`src/rtl/fft_pkg.sv`:
```
// fft_pkg: shared definitions for the radix-2 FFT butterfly sequencer.
//   FFT_L / FFT_N  : default transform size (log2 points / points)
//   BFU_LAT_DEF    : default read-issue to butterfly-output latency
//   fft_adr_t      : sample RAM address at the default size
//   tw_adr_t       : twiddle ROM address at the default size
//   fft_ctrl_state_t : sequencer states
//   rotl()         : rotate-left of the low w bits of a vector
package fft_pkg;

  localparam int FFT_L       = 5;
  localparam int FFT_N       = 2 ** FFT_L;
  localparam int BFU_LAT_DEF = 2;
  localparam int ROT_W       = 16;

  typedef logic [FFT_L-1:0] fft_adr_t;
  typedef logic [FFT_L-2:0] tw_adr_t;

  typedef enum logic [1:0] {IDLE, ISSUE, DRAIN, DONE} fft_ctrl_state_t;

  // Rotates the low w bits of x left by n (n < w). The value is widened
  // so the bits pushed past position w can be folded back to the bottom.
  function automatic logic [ROT_W-1:0] rotl(input logic [ROT_W-1:0] x,
                                            input int unsigned w,
                                            input int unsigned n);
    logic [2*ROT_W-1:0] dbl;
    logic [ROT_W-1:0]   mask;
    mask = (ROT_W'(1) << w) - ROT_W'(1);
    dbl  = {ROT_W'(0), x & mask} << n;
    return (dbl[ROT_W-1:0] | ROT_W'(dbl >> w)) & mask;
  endfunction

endpackage

```
`src/rtl/fft_agu.sv`:
```
// fft_agu: combinational butterfly address and twiddle address generator.
//   i_i      : butterfly index within the stage (0 .. N/2-1)
//   i_s      : stage index (0 .. L-1)
//   o_adr_a  : input A address, rotl(2i, s)
//   o_adr_b  : input B address, rotl(2i+1, s)
//   o_tw_adr : twiddle ROM address, i with its low (L-1-s) bits cleared
module fft_agu
  import fft_pkg::*;
#(
  parameter int L = FFT_L
) (
  input  logic [L-2:0]         i_i,
  input  logic [$clog2(L)-1:0] i_s,
  output logic [L-1:0]         o_adr_a,
  output logic [L-1:0]         o_adr_b,
  output logic [L-2:0]         o_tw_adr
);

  // The pair addresses are the butterfly index with a 0/1 appended as LSB,
  // rotated by the stage number so that stage s pairs points 2**s apart.
  // The twiddle mask keeps only the top s bits of i, which is the twiddle
  // exponent scaled to the full N/2-entry ROM.
  always_comb begin
    o_adr_a  = L'(rotl(ROT_W'({i_i, 1'b0}), L, 32'(i_s)));
    o_adr_b  = L'(rotl(ROT_W'({i_i, 1'b1}), L, 32'(i_s)));
    o_tw_adr = i_i & ({(L-1){1'b1}} << ((L - 1) - int'(i_s)));
  end

endmodule

```
`src/rtl/fft_ctrl.sv`:
```
// fft_ctrl: sequencer for the in-place radix-2 FFT butterfly datapath.
// Issues one butterfly per clock over all L stages, delays the write side
// by BFU_LAT cycles and pulses o_done once the last result is written.
//   i_clk / i_reset     : clock, asynchronous active-high reset
//   i_stall             : (FFT_CTRL_STALL_EN only) freezes the sequencer
//   i_start             : begins a transform when idle
//   o_busy / o_done     : transform in progress / completion pulse
//   o_rd_adr_a/b        : butterfly read addresses
//   o_wr_adr_a/b, o_we  : butterfly write addresses and enable
//   o_twiddle_adr       : twiddle ROM address
//   o_rd_bank / o_stage : bank read this stage, current stage
// Optional feature macro: FFT_CTRL_STALL_EN adds the i_stall input.
module fft_ctrl
  import fft_pkg::*;
#(
  parameter int L       = FFT_L,
  parameter int BFU_LAT = BFU_LAT_DEF
) (
  input  logic                 i_clk,
  input  logic                 i_reset,
`ifdef FFT_CTRL_STALL_EN
  input  logic                 i_stall,
`endif
  input  logic                 i_start,
  output logic                 o_busy,
  output logic                 o_done,
  output logic [L-1:0]         o_rd_adr_a,
  output logic [L-1:0]         o_rd_adr_b,
  output logic [L-1:0]         o_wr_adr_a,
  output logic [L-1:0]         o_wr_adr_b,
  output logic                 o_we,
  output logic [L-2:0]         o_twiddle_adr,
  output logic                 o_rd_bank,
  output logic [$clog2(L)-1:0] o_stage
);

  localparam int              SW     = $clog2(L);
  localparam logic [L-2:0]    I_LAST = '1;
  localparam logic [SW-1:0]   S_LAST = SW'(L - 1);
  localparam logic [2:0]      D_LAST = 3'(BFU_LAT - 1);

  fft_ctrl_state_t r_state, w_state_nxt;
  logic [L-2:0]    r_i, w_i_nxt;
  logic [SW-1:0]   r_s, w_s_nxt;
  logic            r_bank, w_bank_nxt;
  logic [2:0]      r_dcnt, w_dcnt_nxt;
  logic            w_accept;
  logic            w_stall;

  logic [L-1:0]    w_adr_a, w_adr_b;
  logic [L-2:0]    w_tw;

  logic            r_iss, r_busy, r_done, r_bank_out;
  logic [L-1:0]    r_rd_a, r_rd_b;
  logic [L-2:0]    r_tw;
  logic [SW-1:0]   r_stage;
  logic [BFU_LAT-1:0] r_vpipe;
  logic [L-1:0]    r_apipe_a [BFU_LAT];
  logic [L-1:0]    r_apipe_b [BFU_LAT];

`ifdef FFT_CTRL_STALL_EN
  assign w_stall = i_stall;
`else
  assign w_stall = 1'b0;
`endif

  fft_agu #(.L(L)) u_agu (
    .i_i     (r_i),
    .i_s     (r_s),
    .o_adr_a (w_adr_a),
    .o_adr_b (w_adr_b),
    .o_tw_adr(w_tw)
  );

  // Next-state logic. A start is refused while the done pulse is still on
  // the output, so a start held through completion cannot retrigger.
  // DONE returns stage and bank to zero so every transform reads bank 0
  // at stage 0.
  always_comb begin
    w_state_nxt = r_state;
    w_i_nxt     = r_i;
    w_s_nxt     = r_s;
    w_bank_nxt  = r_bank;
    w_dcnt_nxt  = r_dcnt;
    w_accept    = 1'b0;
    case (r_state)
      IDLE: begin
        if (i_start && !r_done) begin
          w_accept    = 1'b1;
          w_state_nxt = ISSUE;
          w_i_nxt     = '0;
          w_s_nxt     = '0;
          w_bank_nxt  = 1'b0;
        end
      end
      ISSUE: begin
        w_i_nxt = r_i + 1'b1;
        if (r_i == I_LAST) begin
          w_state_nxt = DRAIN;
          w_dcnt_nxt  = '0;
        end
      end
      DRAIN: begin
        w_dcnt_nxt = r_dcnt + 3'd1;
        if (r_dcnt == D_LAST) begin
          if (r_s != S_LAST) begin
            w_state_nxt = ISSUE;
            w_s_nxt     = r_s + 1'b1;
            w_bank_nxt  = ~r_bank;
            w_i_nxt     = '0;
          end else begin
            w_state_nxt = DONE;
          end
        end
      end
      DONE: begin
        w_state_nxt = IDLE;
        w_s_nxt     = '0;
        w_bank_nxt  = 1'b0;
      end
      default: w_state_nxt = IDLE;
    endcase
  end

  // Sequencer state register; a stall simply withholds the clock enable.
  always_ff @(posedge i_clk or posedge i_reset) begin
    if (i_reset) begin
      r_state <= IDLE;
      r_i     <= '0;
      r_s     <= '0;
      r_bank  <= 1'b0;
      r_dcnt  <= '0;
    end else if (!w_stall) begin
      r_state <= w_state_nxt;
      r_i     <= w_i_nxt;
      r_s     <= w_s_nxt;
      r_bank  <= w_bank_nxt;
      r_dcnt  <= w_dcnt_nxt;
    end
  end

  // Registered outputs trail the sequencer state by one cycle, so the
  // issue flag and its addresses appear together. The write side is the
  // issue flag and read addresses pushed through a BFU_LAT-deep shift
  // register, matching the butterfly's read-to-result latency.
  always_ff @(posedge i_clk or posedge i_reset) begin
    if (i_reset) begin
      r_iss      <= 1'b0;
      r_busy     <= 1'b0;
      r_done     <= 1'b0;
      r_bank_out <= 1'b0;
      r_rd_a     <= '0;
      r_rd_b     <= '0;
      r_tw       <= '0;
      r_stage    <= '0;
      r_vpipe    <= '0;
      for (int k = 0; k < BFU_LAT; k++) begin
        r_apipe_a[k] <= '0;
        r_apipe_b[k] <= '0;
      end
    end else if (!w_stall) begin
      r_iss      <= (r_state == ISSUE);
      r_done     <= (r_state == DONE);
      r_bank_out <= r_bank;
      r_rd_a     <= w_adr_a;
      r_rd_b     <= w_adr_b;
      r_tw       <= w_tw;
      r_stage    <= r_s;
      if (w_accept) begin
        r_busy <= 1'b1;
      end else if (r_done) begin
        r_busy <= 1'b0;
      end
      r_vpipe[0]   <= r_iss;
      r_apipe_a[0] <= r_rd_a;
      r_apipe_b[0] <= r_rd_b;
      for (int k = 1; k < BFU_LAT; k++) begin
        r_vpipe[k]   <= r_vpipe[k-1];
        r_apipe_a[k] <= r_apipe_a[k-1];
        r_apipe_b[k] <= r_apipe_b[k-1];
      end
    end
  end

  // The write enable is the only output gated directly by stall so that
  // a frozen pipeline never writes the same result twice.
  always_comb begin
    o_we = r_vpipe[BFU_LAT-1] & ~w_stall;
  end

  assign o_busy        = r_busy;
  assign o_done        = r_done;
  assign o_rd_adr_a    = r_rd_a;
  assign o_rd_adr_b    = r_rd_b;
  assign o_wr_adr_a    = r_apipe_a[BFU_LAT-1];
  assign o_wr_adr_b    = r_apipe_b[BFU_LAT-1];
  assign o_twiddle_adr = r_tw;
  assign o_rd_bank     = r_bank_out;
  assign o_stage       = r_stage;

endmodule

```
`config.mk`:
```
export PLATFORM = sky130hd
export DESIGN_NAME = fft_ctrl
export DESIGN_NICKNAME = d
export VERILOG_FILES = /design/src/rtl/fft_pkg.sv /design/src/rtl/fft_agu.sv /design/src/rtl/fft_ctrl.sv
export SDC_FILE = /design/constraint.sdc
export NUM_CORES = 1
export LEC_CHECK = 0
export BUFFER_PORTS_ARGS = -buffer_cell sky130_fd_sc_hd__buf_2
export CAP_MARGIN = 20
export CORE_UTILIZATION = 60
export DETAILED_ROUTE_END_ITERATION = 10
export GPL_ROUTABILITY_DRIVEN = 0
export PLACE_DENSITY = 0.84
export SKIP_CTS_REPAIR_TIMING = 1
export SYNTH_ARGS = -nofsm -noshare
export SYNTH_HDL_FRONTEND = slang
export SYNTH_HIERARCHICAL = 1
export SYNTH_SLANG_ARGS = --single-unit
export TNS_END_PERCENT = 10
```
`constraint.sdc`:
```
create_clock -name i_clk -period 3.88 [get_ports i_clk]
set_clock_uncertainty 0.15 [all_clocks]
set_input_delay 0.194 -clock i_clk [delete_from_list [all_inputs] [get_ports i_clk]]
set_output_delay 0.194 -clock i_clk [all_outputs]
set_load 0.03 [all_outputs]
```
==> results.py, run 1 <==
metrics = {
    "logic_synthesis": {
        "synth_edf_count": 0,
        "synth_mux_area_frac": 0.0282,
        "synth_nets": 208,
        "synth-xor-area-share": 0.0110,
        "syn_area_sq_mm": 0.00239,
        "ys_seq_area_frac": 0.586,
        "synthSimpleGateAreaFrac": 0.112,
        "synthArstFlopShare": 1.00,
        "synth_cells": 198,
        "synth_top_family_by_area": "compound AO/OA/AOI/OAI gates",
        "synthAdderAreaFrac": 0.0366,
        "ys.flop_type": "dfrtp_1",
        "yosys_register_bits": 56,
        "synth.distinct_cells": 55,
        "synth_compound_area_frac": 0.151,
        "avgSynthCellArea_sq_um": 12.1,
        "yosys_warnings": 6,
    },
    "floorplan": {
        "die_h_um": 65.1,
        "row_count": 22,
        "die_x_um": 65.1,
        "die_area_sq_mm": 0.00424,
        "start_util": 0.639,
        "core_area_sq_mm": 0.00374,
        "num_io_pins": 34,
    },
    "cts": {
        "cts_root_buf": "clkbuf_8",
        "clk_pin_slew_worst_paths_ps": 100,
        "insertion_delay_ps": 300,
        "cts_buffer_depth": 2,
        "cts_tree": "yes",
        "cts_made_buffers": 5,
        "clkSinkCount": 56,
        "htree_levels": 2,
    },
    "grt": {
        "antenna_found_initial": 0,
        "grt_overflow": 0,
        "grt_pass1_vias": 1385,
        "track_usage": 0.218,
        "grt_max_degree": 36,
        "grt_pass1_wl_um": 6840,
    },
    "power": {
        "p_clk_frac": 0.179,
        "power-per-cell-area_mw_per_mm2": 675,
        "ir_worst_vdd_uv": 355,
        "intPower_mw": 1.08,
        "power.leakage_nw": 1.20,
        "p_seq_frac": 0.506,
        "pwr-share-comb": 0.315,
        "power_mw": 1.74,
        "p_switching_mw": 0.662,
        "switching_share": 0.380,
    },
    "finish": {
        "layout_commonest_cell": "dfrtp_1",
        "fin_util": 0.690,
        "area_growth_pct": 7.95,
        "n_antenna_cell": 0,
        "final_area_sq_mm": 0.00258,
        "layout.nets": 229,
        "final_layout_size_suffix_gt1_frac": 0.245,
        "final_cell_mix": "dfrtp_1 (56), buf_2 (33), a21oi_1 (13)",
    },
    "timing": {
        "clock.fmax_mhz": 465,
        "fin_crit_ps": 2150,
        "fin_tns_setup_ps": 0,
        "finalSetupViolations": 0,
        "final_hold_viol_count": 0,
        "drv_slew": 0,
        "period_share": 0.554,
        "rsz0062_at_grt": "no",
        "slew_headroom": 0.463,
        "tightest_slew_ps": 806,
    },
    "route": {
        "ant_nets": 0,
        "drt-wirelength-per-cell_um": 15.3,
        "drc_errors": 0,
        "wl_um": 4090,
        "vias": 1523,
        "via_per_inst": 5.68,
        "firstDrtPassIters": 4,
        "drt_iter0_drc": 154,
    },
    "min_path": {
        "hp-class": "primary input to flip-flop",
    },
    "critical_path": {
        "endpoint_kind": "flip-flop",
        "critPathKind": "flip-flop to flip-flop",
        "cp.arrival_ps": 2230,
        "crit_fanout": 25,
        "worstPathRequired_ps": 3960,
        "start_kind": "flip-flop",
    },
    "placed_design": {
        "place_area_sq_mm": 0.00248,
        "portBuffers": 33,
        "dp_hpwl_um": 2740,
    },
    "outcome": {
        "status": "completed",
    },
    "run": {
        "max_cap_viol_count": 0,
    },
}
## sequential cells by signal (all words and copies together) (netlist names), 4 cells and up
name	count
o_rd_adr_a	5
o_rd_adr_b	5
o_wr_adr_a	5
o_wr_adr_b	5
r_apipe_a	5
r_apipe_b	5
o_twiddle_adr	4
r_i	4
## power groups by stage
stage	clock network, mW	logic (mW)	registers, mW
finish	0.312	0.550	0.881
global route	0.343	0.589	0.908
CTS	0.318	0.547	0.884
detailed placement	0	0.545	0.895
global placement	0	0.537	0.880
floorplan	0	0.408	0.936
## worst max-delay path, cell delays in order, from the launching register on
cell and delay (ps):
dfrtp_1 790, inv_1 250, ha_1 300, ha_1 330
nand4_1 110, a21oi_1 140
## per-layer routing
| layer | up-vias | track usage | part of all wire |
|---|---|---|---|
| met4 | 0 | 0.0815 | 0.010 |
| met5 | - | 0 | 0 |
| met2 | 51 | 0.327 | 0.46 |
| met1 | 736 | 0.313 | 0.48 |
| met3 | 5 | 0.0469 | 0.049 |
| li1 | 731 | - | - |
## path summary, 6_finish.rpt
kind	start	to	slack [ps]	cells past startpoint
min in group asynchronous	i_reset	r_i[2]$_DFFE_PP0P_	280	3
min reg2reg	r_apipe_b[5]$_DFF_PP0_	o_wr_adr_b[0]$_DFF_PP0_	210	0
max reg2reg	r_s[0]$_DFFE_PP0P_	o_twiddle_adr[0]$_DFF_PP0_	1730	5
min	i_start	o_busy$_DFFE_PP0P_	120	5
max	r_s[0]$_DFFE_PP0P_	o_twiddle_adr[0]$_DFF_PP0_	1730	5
max in group asynchronous	i_reset	o_wr_adr_a[4]$_DFF_PP0_	2530	4
## synthesized netlist by cell type (3+ instances only)
library cell	instances	area (sq um)
dfrtp_1	56	1400
a21oi_1	13	65.1
buf_4	10	75.1
inv_1	10	37.5
nor2_1	10	37.5
buf_2	7	35.0
ha_1	7	87.6
nand2_1	6	22.5
o21ai_0	5	25.0
nand3_1	4	20.0
nor3_1	4	20.0
a22o_1	3	26.3
mux2i_1	3	30.0
nand2b_1	3	18.8
nor2b_1	3	18.8
o22ai_1	3	18.8
o31ai_1	3	22.5
## kinds of logic after synthesis
kind of cell	count (synthesis)
buffers and inverters	31
AOI/OAI and AO/OA	48
muxes	6
adders and majority gates	7
DFF	56
xor gates and xnor gates	3
and+or+nand+nor	47
## cell type report
cell class              count  area, sq um
well taps                  48         60.1
clock inverters             2         16.3
inverters                  10         37.5
fillers                   272         1160
clock buffers               6         72.6
multi-input cells         111          812
flip-flops and latches     56         1400
repair buffers             35          183
## stage by stage
stage | cells | hold WS, ps | setup slack (ps)
after floorplan | 198 | 181 | 2040
after global placement | 259 | 78.1 | 1870
after detailed placement | 259 | 79.4 | 1790
after CTS | 267 | -257 | 1760
after global routing | 268 | 187 | 1580
final | 268 | 115 | 1730
Note: power is estimated with default switching activity, not from simulation.
==> run 2, diff against run 1 <==
Settings changed: CORE_UTILIZATION 60 to 56, PLACE_DENSITY 0.84 to 0.79.
Clock period 3.88 ns to 2 ns, I/O delays scaled along.
==> run 2 against run 1 <==
Against the previous run: clock power is 97% higher; non-clock buffer count rose by 4; global-route usage down 1.6 points; critical path type unchanged; largest power group unchanged.
==> results.py, run 2 (synthesized netlist as in run 1, its figures left out) <==
metrics = {
    "min_path": {
        "min_delay_path_depth": 5,
        "hold_end": "o_busy$_DFFE_PP0P_",
        "min-delay-start": "i_start",
        "hp-class": "primary input to flip-flop",
    },
    "grt": {
        "grt_pass1_vias": 1433,
        "grt_max_degree": 35,
        "track_usage": 0.202,
        "grt_pass1_wl_um": 6600,
        "grt_overflow": 0,
        "antenna_found_initial": 0,
    },
    "critical_path": {
        "crit_fanout": 7,
        "timing.rr.end": "r_s[1]$_DFFE_PP0P_",
        "critPathKind": "flip-flop to flip-flop",
        "r2r-start": "r_s[1]$_DFFE_PP0P_",
        "worstPathRequired_ps": 2060,
        "ff2ff_setup_slack_ps": 280,
        "start_kind": "flip-flop",
        "cp.arrival_ps": 1770,
        "worstRegToRegCells": 5,
        "endpoint_kind": "flip-flop",
    },
    "timing": {
        "fin_tns_setup_ps": 0,
        "setup_slack_ps": 283,
        "final_hold_viol_count": 0,
        "drv_slew": 0,
        "slew_headroom": 0.663,
        "rsz0062_at_grt": "no",
        "clock.fmax_mhz": 582,
        "finalSetupViolations": 0,
        "fin_crit_ps": 1720,
        "tightest_slew_ps": 505,
        "period_share": 0.858,
    },
    "power": {
        "power-per-cell-area_mw_per_mm2": 1290,
        "power_mw": 3.38,
        "power.leakage_nw": 1.23,
        "ir_worst_vdd_uv": 685,
    },
    "route": {
        "wl_met2_um": 1890,
        "ant_nets": 0,
        "firstDrtPassIters": 4,
        "drc_errors": 0,
        "wl_met3_um": 192,
        "drt-wirelength-per-cell_um": 14.8,
        "top_layer": "met4",
        "wl_met1_um": 1920,
        "vias": 1547,
        "drt_iter0_drc": 141,
        "via_per_inst": 5.65,
        "wl_um": 4060,
    },
    "run": {
        "max_cap_viol_count": 0,
    },
    "finish": {
        "final_area_sq_mm": 0.00263,
        "n_antenna_cell": 0,
        "fin_util": 0.648,
        "layout_commonest_cell": "dfrtp_1",
        "area_growth_pct": 9.94,
        "layout.nets": 233,
        "final_layout_size_suffix_gt1_frac": 0.263,
        "final_cell_mix": "dfrtp_1 (56), buf_2 (33), a21oi_1 (13)",
    },
    "cts": {
        "cts_buffer_depth": 2,
        "htree_levels": 2,
        "insertion_delay_ps": 310,
        "cts_made_buffers": 5,
        "clkSinkCount": 56,
        "cts_root_buf": "clkbuf_8",
        "clk_pin_slew_worst_paths_ps": 100,
        "cts_tree": "yes",
    },
    "placed_design": {
        "portBuffers": 33,
        "place_ws_ps": 312,
        "place_area_sq_mm": 0.00253,
        "dp_hpwl_um": 2730,
    },
    "floorplan": {
        "core_area_sq_mm": 0.00406,
        "start_util": 0.590,
        "die_h_um": 67.4,
        "die_area_sq_mm": 0.00454,
        "num_io_pins": 34,
        "die_x_um": 67.4,
        "row_count": 23,
    },
    "outcome": {
        "status": "completed",
    },
}
==> run 2: cell count changes in the layout (fill, tap and decap cells not counted) <==
cell | previous run | this run
buf_12 | 0 | 1
buf_4 | 1 | 4
clkbuf_1 | 1 | 0
clkinv_2 | 0 | 1
clkinvlp_4 | 1 | 0
inv_6 | 0 | 1
==> run 2: how the worst max path moves through the flow <==
stage	start	to	slack, ps	depth (start not counted)
after CTS	r_s[1]$_DFFE_PP0P_	r_s[1]$_DFFE_PP0P_	280	5
after global routing	r_s[1]$_DFFE_PP0P_	o_twiddle_adr[0]$_DFF_PP0_	160	5
after global placement	r_s[1]$_DFFE_PP0P_	r_s[1]$_DFFE_PP0P_	340	5
after floorplan	r_s[0]$_DFFE_PP0P_	o_twiddle_adr[1]$_DFF_PP0_	160	6
after detailed placement	r_i[0]$_DFFE_PP0P_	r_dcnt[2]$_DFFE_PP0P_	310	5
final	r_s[1]$_DFFE_PP0P_	r_s[1]$_DFFE_PP0P_	280	5
==> run 2: power breakdown <==
group	switching (mW)	internal, mW	leakage [nW]
clock	0.362	0.251	0.0485
combinational	0.680	0.398	0.497
sequential	0.238	1.45	0.689
total	1.28	2.10	1.23
==> run 2: layout make-up <==
class,count,area [sq um]
tap,50,62.6
clock buffer,5,68.8
sequential,56,1400
inverter,10,37.5
clock inverter,3,22.5
fill,310,1430
multi-input combinational,111,812
timing repair buffer,39,225
==> run 2: layer usage <==
layer	track usage	vias up
met5	0	-
met4	0.0931	0
met3	0.0709	7
met2	0.303	47
met1	0.260	753
li1	-	740
==> run 2: stage by stage <==
step	cells	hold WS [ps]
after CTS	273	-330
after global placement	265	7.24
after global routing	274	66.9
final	274	24.5
after floorplan	198	181
after detailed placement	265	10.6
==> run 2: critical path, stage by stage (launching register included) <==
cell and delay (ps):
dfrtp_1 490, inv_1 70, ha_1 280, a21boi_4 260
o22ai_1 140, a32o_1 220
==> run 3, diff against run 2 <==
Settings changed: CORE_MARGIN set to 3.
==> run 3 against run 2 <==
Against the previous run: count of clock-buffer cells in the layout did not move; largest power group unchanged; cell area is 0.43% higher; power rose by 0.51%; hold slack got worse by 6.7 ps; utilization increased by 0.28 points.
==> results.py, run 3 (synthesized netlist as in run 1, its figures left out) <==
metrics = {
    "floorplan": {
        "die_area_sq_mm": 0.00509,
        "start_util": 0.590,
        "die_x_um": 71.4,
        "row_count": 23,
        "core_area_sq_mm": 0.00406,
        "num_io_pins": 34,
        "die_h_um": 71.4,
    },
    "critical_path": {
        "critPathKind": "flip-flop to flip-flop",
        "cp.arrival_ps": 1790,
        "worstPathRequired_ps": 2060,
        "crit_fanout": 13,
        "start_kind": "flip-flop",
        "crit_buf_inv": 0,
        "path_cells": "ha_1, and2b_1, nand3_1, a21oi_1, a311oi_1",
        "r2r-start": "r_i[1]$_DFFE_PP0P_",
        "slowest_delay_ps": 540,
        "ff2ff_setup_slack_ps": 270,
        "worstRegToRegCells": 5,
        "startpoint": "r_i[1]$_DFFE_PP0P_",
        "timing.rr.end": "r_dcnt[2]$_DFFE_PP0P_",
        "crit_family": "flip-flops",
        "endpoint_kind": "flip-flop",
        "crit_slowest_cell": "dfrtp_1",
    },
    "grt": {
        "track_usage": 0.167,
        "grt_max_degree": 35,
        "grt_overflow": 0,
        "grt_pass1_wl_um": 6700,
        "grt_pass1_vias": 1448,
        "antenna_found_initial": 0,
    },
    "timing": {
        "final_hold_viol_count": 0,
        "drv_slew": 0,
        "period_share": 0.865,
        "tightest_slew_ps": 521,
        "rsz0062_at_grt": "no",
        "clock.fmax_mhz": 578,
        "slew_headroom": 0.653,
        "whs_ps": 17.7,
        "fin_tns_setup_ps": 0,
        "finalSetupViolations": 0,
        "fin_crit_ps": 1730,
    },
    "outcome": {
        "status": "completed",
    },
    "cts": {
        "htree_levels": 2,
        "cts_buffer_depth": 2,
        "cts_tree": "yes",
        "insertion_delay_ps": 310,
        "clkSinkCount": 56,
        "clk_pin_slew_worst_paths_ps": 100,
        "cts_made_buffers": 5,
        "cts_root_buf": "clkbuf_8",
    },
    "power": {
        "p_switching_mw": 1.29,
        "power.leakage_nw": 1.24,
        "pwr-share-comb": 0.325,
        "ir_worst_vdd_uv": 642,
        "p_clk_frac": 0.184,
        "intPower_mw": 2.12,
        "power-per-cell-area_mw_per_mm2": 1290,
        "switching_share": 0.378,
        "p_seq_frac": 0.492,
    },
    "route": {
        "ant_nets": 0,
        "drc_errors": 0,
        "wl_um": 3880,
        "drt-wirelength-per-cell_um": 14.1,
        "firstDrtPassIters": 4,
        "vias": 1520,
        "drt_iter0_drc": 99,
        "via_per_inst": 5.53,
    },
    "finish": {
        "layout.nets": 234,
        "final_layout_size_suffix_gt1_frac": 0.267,
        "layout_commonest_cell": "dfrtp_1",
        "n_antenna_cell": 0,
        "final_cell_mix": "dfrtp_1 (56), buf_2 (33), a21oi_1 (13)",
        "area_growth_pct": 10.4,
        "fin_cells": 275,
    },
    "placed_design": {
        "dp_hpwl_um": 2680,
        "portBuffers": 33,
        "dp.cells": 266,
    },
    "min_path": {
        "hp-class": "primary input to flip-flop",
        "min-delay-start": "i_start",
        "hold_end": "o_busy$_DFFE_PP0P_",
        "min_delay_path_depth": 5,
    },
    "run": {
        "max_cap_viol_count": 0,
    },
}
run 3: cell types whose count changed in the layout (fill, tap and decap cells not counted):
cell,change
buf_4,+1
clkinv_2,-1
clkinv_4,+1
run 3: per-stage QoR:
| stage | power, mW | worst slack [ps] | utilization | cell area, sq um |
|---|---|---|---|---|
| floorplan | 2.61 | 164 | - | 2390 |
| global placement | 2.78 | 329 | 0.625 | 2540 |
| detailed placement | 2.81 | 271 | 0.625 | 2540 |
| CTS | 3.44 | 283 | 0.648 | 2630 |
| global route | 3.60 | 164 | 0.651 | 2640 |
| finish | 3.40 | 270 | 0.651 | 2640 |
run 3: power groups by stage:
stage / Sequential [mW] / Clock (mW) / Combinational, mW
detailed placement: 1.70 / 0 / 1.11
global placement: 1.68 / 0 / 1.10
floorplan: 1.82 / 0 / 0.791
finish: 1.67 / 0.624 / 1.10
CTS: 1.68 / 0.649 / 1.11
global route: 1.72 / 0.690 / 1.19
run 3: area by class of cell:
cell class,instances,area [sq um]
inverters,10,37.5
well taps,50,62.6
flip-flops and latches,56,1400
repair buffers,40,233
fillers,312,1420
multi-input cells,111,812
clock inverters,3,26.3
clock buffers,5,68.8
run 3: layer usage:
metal | track usage | up-vias | share of wire
met5 | 0 | - | 0
met2 | 0.257 | 50 | 0.45
met1 | 0.228 | 721 | 0.48
met3 | 0.0463 | 4 | 0.059
li1 | - | 745 | -
met4 | 0.0626 | 0 | 0.011
run 3: how the worst max path moves through the flow:
stage / endpoint / slack (ps) / cells past startpoint
after floorplan: o_twiddle_adr[1]$_DFF_PP0_ / 160 / 6
final: r_dcnt[2]$_DFFE_PP0P_ / 270 / 5
after global routing: r_dcnt[2]$_DFFE_PP0P_ / 160 / 5
after detailed placement: r_dcnt[2]$_DFFE_PP0P_ / 270 / 5
after global placement: r_i[1]$_DFFE_PP0P_ / 330 / 4
after CTS: r_dcnt[2]$_DFFE_PP0P_ / 280 / 5
run 3: worst min-delay path: stages:
cell and delay [ps]:
buf_2 100, nand2b_1 80, nor2_1 40, nor2_1 80, nor2_1 40
